[src/rtl/veriboy_pkg.sv]
// Shared definitions for the CPU core: stack-transfer states, register-file
// write encodings, register indices and stack/flag constants.
package veriboy_pkg;

  typedef enum logic [2:0] {
    StIdle,
    StPushHi,
    StPushLo,
    StPopLo,
    StPopHi,
    StDone
  } xfer_state_e;

  // Register-file write-enable encoding
  localparam logic [1:0] WE_NONE = 2'd0;
  localparam logic [1:0] WE_BYTE = 2'd1;
  localparam logic [1:0] WE_PAIR = 2'd2;

  // Register-file indices; a pair is addressed by its high-byte index
  localparam logic [3:0] REG_B = 4'd0;
  localparam logic [3:0] REG_C = 4'd1;
  localparam logic [3:0] REG_D = 4'd2;
  localparam logic [3:0] REG_E = 4'd3;
  localparam logic [3:0] REG_H = 4'd4;
  localparam logic [3:0] REG_L = 4'd5;
  localparam logic [3:0] REG_A = 4'd6;
  localparam logic [3:0] REG_F = 4'd7;

  localparam logic OP_PUSH = 1'b0;
  localparam logic OP_POP  = 1'b1;

  localparam logic [15:0] SP_RESET_DEFAULT = 16'hFFFE;

  // Only the upper nibble of F is architecturally defined
  localparam logic [7:0] FLAG_MASK = 8'hF0;

endpackage

[src/rtl/stack_xfer_unit.sv]
// Sequences PUSH/POP of a 16-bit register pair over the 8-bit memory bus and
// owns the stack pointer. All outputs are registered.
module stack_xfer_unit
  import veriboy_pkg::*;
#(
  parameter logic [15:0] SP_RESET = SP_RESET_DEFAULT
) (
  input  logic        clk,
  input  logic        rst,
  input  logic        start,
  input  logic        op,
  input  logic [3:0]  pair,
  input  logic        is_af,
  input  logic [7:0]  pair_hi,
  input  logic [7:0]  pair_lo,
  input  logic [7:0]  flags_in,
  output logic        busy,
  output logic        done,
  output logic        mem_req,
  output logic        mem_we,
  output logic [15:0] mem_addr,
  output logic [7:0]  mem_wdata,
  input  logic [7:0]  mem_rdata,
  input  logic        mem_ack,
  output logic [1:0]  reg_wr_en,
  output logic [3:0]  reg_wr_idx,
  output logic [15:0] reg_wr_data,
  output logic        flag_wr,
  output logic [7:0]  flag_wr_data,
  input  logic        sp_wr,
  input  logic [15:0] sp_wr_data,
  output logic [15:0] sp
);

  xfer_state_e state_q, state_d;
  logic [15:0] sp_q, sp_d;
  logic [7:0]  hi_q, hi_d, lo_q, lo_d;
  logic        op_q, op_d, is_af_q, is_af_d;
  logic [3:0]  pair_q, pair_d;

  logic        busy_q, busy_d, done_q, done_d;
  logic        mem_req_q, mem_req_d, mem_we_q, mem_we_d;
  logic [15:0] mem_addr_q, mem_addr_d;
  logic [7:0]  mem_wdata_q, mem_wdata_d;
  logic [1:0]  reg_wr_en_q, reg_wr_en_d;
  logic [3:0]  reg_wr_idx_q, reg_wr_idx_d;
  logic [15:0] reg_wr_data_q, reg_wr_data_d;
  logic        flag_wr_q, flag_wr_d;
  logic [7:0]  flag_wr_data_q, flag_wr_data_d;

  // Next-state and sequencing
  always_comb begin
    state_d = state_q;
    sp_d    = sp_q;
    hi_d    = hi_q;
    lo_d    = lo_q;
    op_d    = op_q;
    pair_d  = pair_q;
    is_af_d = is_af_q;

    unique case (state_q)
      StIdle: begin
        // An SP load in the same cycle as start is seen by the new operation
        if (sp_wr) sp_d = sp_wr_data;
        if (start) begin
          op_d    = op;
          pair_d  = pair;
          is_af_d = is_af;
          hi_d    = pair_hi;
          lo_d    = is_af ? flags_in : pair_lo;
          state_d = (op == OP_POP) ? StPopLo : StPushHi;
        end
      end
      StPushHi: begin
        if (mem_ack) begin
          sp_d    = sp_q - 16'd1;
          state_d = StPushLo;
        end
      end
      StPushLo: begin
        if (mem_ack) begin
          sp_d    = sp_q - 16'd1;
          state_d = StDone;
        end
      end
      StPopLo: begin
        if (mem_ack) begin
          lo_d    = mem_rdata;
          sp_d    = sp_q + 16'd1;
          state_d = StPopHi;
        end
      end
      StPopHi: begin
        if (mem_ack) begin
          hi_d    = mem_rdata;
          sp_d    = sp_q + 16'd1;
          state_d = StDone;
        end
      end
      StDone:  state_d = StIdle;
      default: state_d = StIdle;
    endcase
  end

  // Output values for the coming cycle, derived from the next state
  always_comb begin
    busy_d         = (state_d != StIdle);
    done_d         = (state_d == StDone);
    mem_req_d      = 1'b0;
    mem_we_d       = 1'b0;
    mem_addr_d     = 16'h0000;
    mem_wdata_d    = 8'h00;
    reg_wr_en_d    = WE_NONE;
    reg_wr_idx_d   = 4'h0;
    reg_wr_data_d  = 16'h0000;
    flag_wr_d      = 1'b0;
    flag_wr_data_d = 8'h00;

    unique case (state_d)
      StPushHi: begin
        mem_req_d   = 1'b1;
        mem_we_d    = 1'b1;
        mem_addr_d  = sp_d - 16'd1;
        mem_wdata_d = hi_d;
      end
      StPushLo: begin
        mem_req_d   = 1'b1;
        mem_we_d    = 1'b1;
        mem_addr_d  = sp_d - 16'd1;
        mem_wdata_d = lo_d;
      end
      StPopLo, StPopHi: begin
        mem_req_d  = 1'b1;
        mem_addr_d = sp_d;
      end
      StDone: begin
        if (op_d == OP_POP) begin
          reg_wr_idx_d = pair_d;
          if (is_af_d) begin
            reg_wr_en_d    = WE_BYTE;
            reg_wr_data_d  = {8'h00, hi_d};
            flag_wr_d      = 1'b1;
            flag_wr_data_d = lo_d & FLAG_MASK;
          end else begin
            reg_wr_en_d   = WE_PAIR;
            reg_wr_data_d = {hi_d, lo_d};
          end
        end
      end
      default: ;
    endcase
  end

  always_ff @(posedge clk) begin
    if (rst) begin
      state_q        <= StIdle;
      sp_q           <= SP_RESET;
      hi_q           <= 8'h00;
      lo_q           <= 8'h00;
      op_q           <= 1'b0;
      pair_q         <= 4'h0;
      is_af_q        <= 1'b0;
      busy_q         <= 1'b0;
      done_q         <= 1'b0;
      mem_req_q      <= 1'b0;
      mem_we_q       <= 1'b0;
      mem_addr_q     <= 16'h0000;
      mem_wdata_q    <= 8'h00;
      reg_wr_en_q    <= WE_NONE;
      reg_wr_idx_q   <= 4'h0;
      reg_wr_data_q  <= 16'h0000;
      flag_wr_q      <= 1'b0;
      flag_wr_data_q <= 8'h00;
    end else begin
      state_q        <= state_d;
      sp_q           <= sp_d;
      hi_q           <= hi_d;
      lo_q           <= lo_d;
      op_q           <= op_d;
      pair_q         <= pair_d;
      is_af_q        <= is_af_d;
      busy_q         <= busy_d;
      done_q         <= done_d;
      mem_req_q      <= mem_req_d;
      mem_we_q       <= mem_we_d;
      mem_addr_q     <= mem_addr_d;
      mem_wdata_q    <= mem_wdata_d;
      reg_wr_en_q    <= reg_wr_en_d;
      reg_wr_idx_q   <= reg_wr_idx_d;
      reg_wr_data_q  <= reg_wr_data_d;
      flag_wr_q      <= flag_wr_d;
      flag_wr_data_q <= flag_wr_data_d;
    end
  end

  assign busy         = busy_q;
  assign done         = done_q;
  assign mem_req      = mem_req_q;
  assign mem_we       = mem_we_q;
  assign mem_addr     = mem_addr_q;
  assign mem_wdata    = mem_wdata_q;
  assign reg_wr_en    = reg_wr_en_q;
  assign reg_wr_idx   = reg_wr_idx_q;
  assign reg_wr_data  = reg_wr_data_q;
  assign flag_wr      = flag_wr_q;
  assign flag_wr_data = flag_wr_data_q;
  assign sp           = sp_q;

endmodule
[config.mk]
export PLATFORM = sky130hd
export DESIGN_NAME = stack_xfer_unit
export DESIGN_NICKNAME = d
export VERILOG_FILES = /design/src/rtl/veriboy_pkg.sv /design/src/rtl/stack_xfer_unit.sv
export SDC_FILE = /design/constraint.sdc
export NUM_CORES = 1
export LEC_CHECK = 0
export CORE_MARGIN = 8
export CORE_UTILIZATION = 45
export DETAILED_ROUTE_END_ITERATION = 10
export GPL_ROUTABILITY_DRIVEN = 1
export GPL_TIMING_DRIVEN = 0
export PLACE_DENSITY = 0.78
export SYNTH_ARGS = -nofsm -noshare
export SYNTH_HDL_FRONTEND = slang
export SYNTH_SLANG_ARGS = --single-unit
[constraint.sdc]
create_clock -name clk -period 3.15 [get_ports clk]
set_clock_uncertainty 0.05 [all_clocks]
set_input_delay 0.7875 -clock clk [delete_from_list [all_inputs] [get_ports clk]]
set_output_delay 0.7875 -clock clk [all_outputs]
set_load 0.1 [all_outputs]
==> flow_metrics.tcl <==
set metrics [dict create \
    powerDensity_nw_per_um2 820 \
    antenna_left 0 \
    synth-seq-cells 95 \
    root_buffer "clkbuf_16" \
    routabilityCongestion 0.936 \
    coreArea_sq_um 11300 \
    p_leak_nw 2.77 \
    endpoint "mem_addr[14]$_SDFF_PP0_" \
    r2r-end "mem_addr[15]$_SDFF_PP0_" \
    grt_max_degree 18 \
    tritoncts "done" \
    drive_above_1_share_pct 17.6 \
    worstMarginPinSlew_ps 1020 \
    yosys_most_used_dff "dfxtp_1" \
    async_flop_share_pct 0 \
    path_cells "dlygate4sd2_1, or4b_4, nor4_1, or4_1, nand3_2, nor4_4, nand2_2, or4_1, nand3_1" \
    power.switching_mw 2.95 \
    cts_sinks 95 \
    power_mw 5.96 \
    antenna_cells 0 \
    synth_edf_count 0 \
    area_growth_pct 41.0 \
    setup_violations 0 \
    fmax_mhz 318 \
    wl_per_cell_um 20.7 \
    hold_class "flip-flop to flip-flop" \
    synth_area_leaders "dfxtp_1 37%, nor2_1 5.7%, mux2i_1 4.7%" \
    track_usage_pct 24.8 \
    clockBufferDepth 2 \
    firstDrtPassIters 5 \
    relSlewSlack_pct 31.6 \
    timing.rr.start "sp[0]$_SDFF_PP0_" \
    min_period_ps 3140 \
    fin_crit_sh_pct 99.8 \
    numCtsBuffers 9 \
    die_area_sq_um 15100 \
    antenna_found_initial 1 \
    syn_inst 607 \
    yosys_warnings 0 \
    synth.distinct_cells 78 \
    criticalPathCategory "input port to flip-flop" \
    clkTransAtPathRegs_ps 70 \
    p_int_mw 3.01 \
    clk_latency_ps 350 \
    maxSlewViolCount 0 \
    power_frac_seq_pct 25.7 \
    num_vias 5427 \
    p_clk_share_pct 18.7 \
    slowest_stage "or4b_4" \
    crit_top_cell "or4_1" \
    critPathArrivalTime_ps 3390 \
    die_width_um 123 \
    reg2reg_slack_ps 6 \
    status "complete, no violations" \
    postCtsHoldBufs 0 \
    grt-ovfl-total 0 \
    placed_cells 880 \
    switching_share_pct 49.5 \
    critPathLaunch "mem_ack" \
    start_kind "input port" \
    fin_nets 822 \
    critPathMaxFanout 6 \
    wl_mm 18.8 \
    drv_cap 0 \
    cts-htree-levels 3 \
    setup_ws_ps 5.51 \
    crit_path_max_incr_delay_ps 580 \
    vias_per_cell 5.98 \
    drt_iter0_drc 352 \
    grt_pass1_vias 5392 \
    cp-end-kind "flip-flop" \
    r2r_cells 12 \
    start_util_pct 45.7 \
    rsz0062_at_grt "yes" \
    synth_area_leader_cell "dfxtp_1" \
    die_h_um 123 \
    grt_pass1_wl_mm 29.4 \
    syn_avg_cell_area_sq_um 8.49 \
    critPathRequiredTime_ps 3400 \
    synth.most_common_cell "dfxtp_1" \
    nFillCells 973 \
    ys_top_cells_by_count "95 x dfxtp_1, 78 x nor2_1, 26 x clkbuf_1, 24 x mux2i_1, 24 x o21ai_0" \
    fin_tns_setup_ps 0 \
    seq_area_frac_synth_pct 36.9 \
    place_ws_ps -1040 \
    irDropWorstVdd_mv 0.700 \
    dp_hpwl_mm 14.1 \
    drc 0 \
    hold_viol 0 \
    num_rows 39 \
    synth_top_cell_area_share_pct 36.9 \
    place.port_buffers 127 \
    combPwrFrac_pct 55.6 \
    synth_area_sq_um 5150 \
    pin_count 134 \
    layoutNonFillerInstCount 908 \
]
flip-flops by register name, summed over array words and instances (netlist names), 2 cells and up:
name          count
flag_wr_data      4
hi_q              8
lo_q              8
mem_addr         16
mem_wdata         8
pair_q            4
reg_wr_data      16
reg_wr_en         2
reg_wr_idx        4
sp               16
state_q           3
what timing repair did:
item | CTS | global route
resized for setup | 30 | 25
setup buffers | 10 | 4
endpoints found under the hold margin | 0 | 0
endpoints found under the setup margin | 18 | 12
pin swaps | 8 | 8
power groups by stage:
stage	Combinational, mW	Clock [mW]	Sequential [mW]
after floorplan	1.21	0	2.67
after global placement	3.10	0	1.53
after detailed placement	3.13	0	1.54
after CTS	3.23	1.13	1.51
after global routing	3.48	1.18	1.55
final	3.31	1.11	1.53
how the worst min path moves through the flow:
stage	from	to	slack (ps)	depth (start not counted)
detailed placement	op_q$_SDFF_PP0_	op_q$_SDFF_PP0_	430	2
global route	op_q$_SDFF_PP0_	op_q$_SDFF_PP0_	470	2
global placement	op_q$_SDFF_PP0_	op_q$_SDFF_PP0_	420	2
CTS	op_q$_SDFF_PP0_	op_q$_SDFF_PP0_	450	2
finish	op_q$_SDFF_PP0_	op_q$_SDFF_PP0_	450	2
floorplan	op_q$_SDFF_PP0_	op_q$_SDFF_PP0_	400	2
cells in the final DEF, fill, tap and decap left out, types with 5 or more instances in the layout:
cell type        synthesis  final
nand2b_1                 9      9
nand3_1                 16     16
o22ai_1                 19     19
o21ai_0                 24     22
dfxtp_2                  0      8
a21oi_1                 16     16
or3_1                    6      6
clkbuf_16                0      9
mux2i_1                 24     24
xnor2_1                 14     13
buf_6                    4      8
a221oi_1                11     10
buf_2                   13      7
clkbuf_1                26     22
buf_4                   10     26
a211oi_1                21     21
nor2_1                  78     77
clkdlybuf4s50_1          0    125
a31oi_1                  5      5
and2_1                   7      7
dfxtp_1                 95     85
or4_1                    7      6
o211ai_1                 9      9
nand2_1                 23     23
nor2b_1                  7      7
nand4_1                  9      9
or2_2                   18     18
o22a_1                   7      7
inv_1                   20     20
nor3_1                  14     10
stage by stage:
step	area (sq um)	hold WS (ps)	util (%)
2_1_floorplan	5180	402	-
3_3_place_gp	6630	423	58.8
3_5_place_dp	6630	434	58.8
4_1_cts	7150	452	63.4
5_1_grt	7260	473	64.4
6_report	7260	446	64.4
cell families (layout without fill, tap and decap cells):
family / after synthesis / count (layout) / share of synthesized area (%)
AND/OR/NAND/NOR: 233 / 233 / 25.1
flip-flops: 95 / 95 / 36.9
XOR/XNOR: 16 / 16 / 2.72
multiplexers: 25 / 25 / 4.88
adder cells (fa/ha/maj): 3 / 3 / 0.729
buffers and inverters: 76 / 231 / 7.17
other: 1 / 4 / 0.0728
AO/OA/AOI/OAI: 158 / 158 / 22.4
routing by layer:
metal,GRT usage [%],vias to the layer above,share of wire (%)
li1,-,2533,-
met1,28.9,2562,40
met2,40.9,283,46
met3,7.63,47,9.9
met4,12.1,2,4.1
met5,0,-,0.069
worst max-delay path, delay by kind of cell:
| kind | cells | cell delay (ps) |
|---|---|---|
| buffers and inverters | 1 | 280 |
| AND/OR/NAND/NOR | 8 | 2310 |
area by class of cell:
class | instances | area, sq um | area share, %
Multi-Input combinational cell | 439 | 3070 | 42.2
Sequential cell | 95 | 1920 | 26.4
Timing Repair Buffer | 141 | 1370 | 18.9
Buffer | 53 | 338 | 4.65
Clock buffer | 9 | 225 | 3.10
Tap cell | 143 | 179 | 2.46
Clock inverter | 7 | 81.3 | 1.12
Inverter | 21 | 78.8 | 1.09
Power figures use the tool's default switching activity.
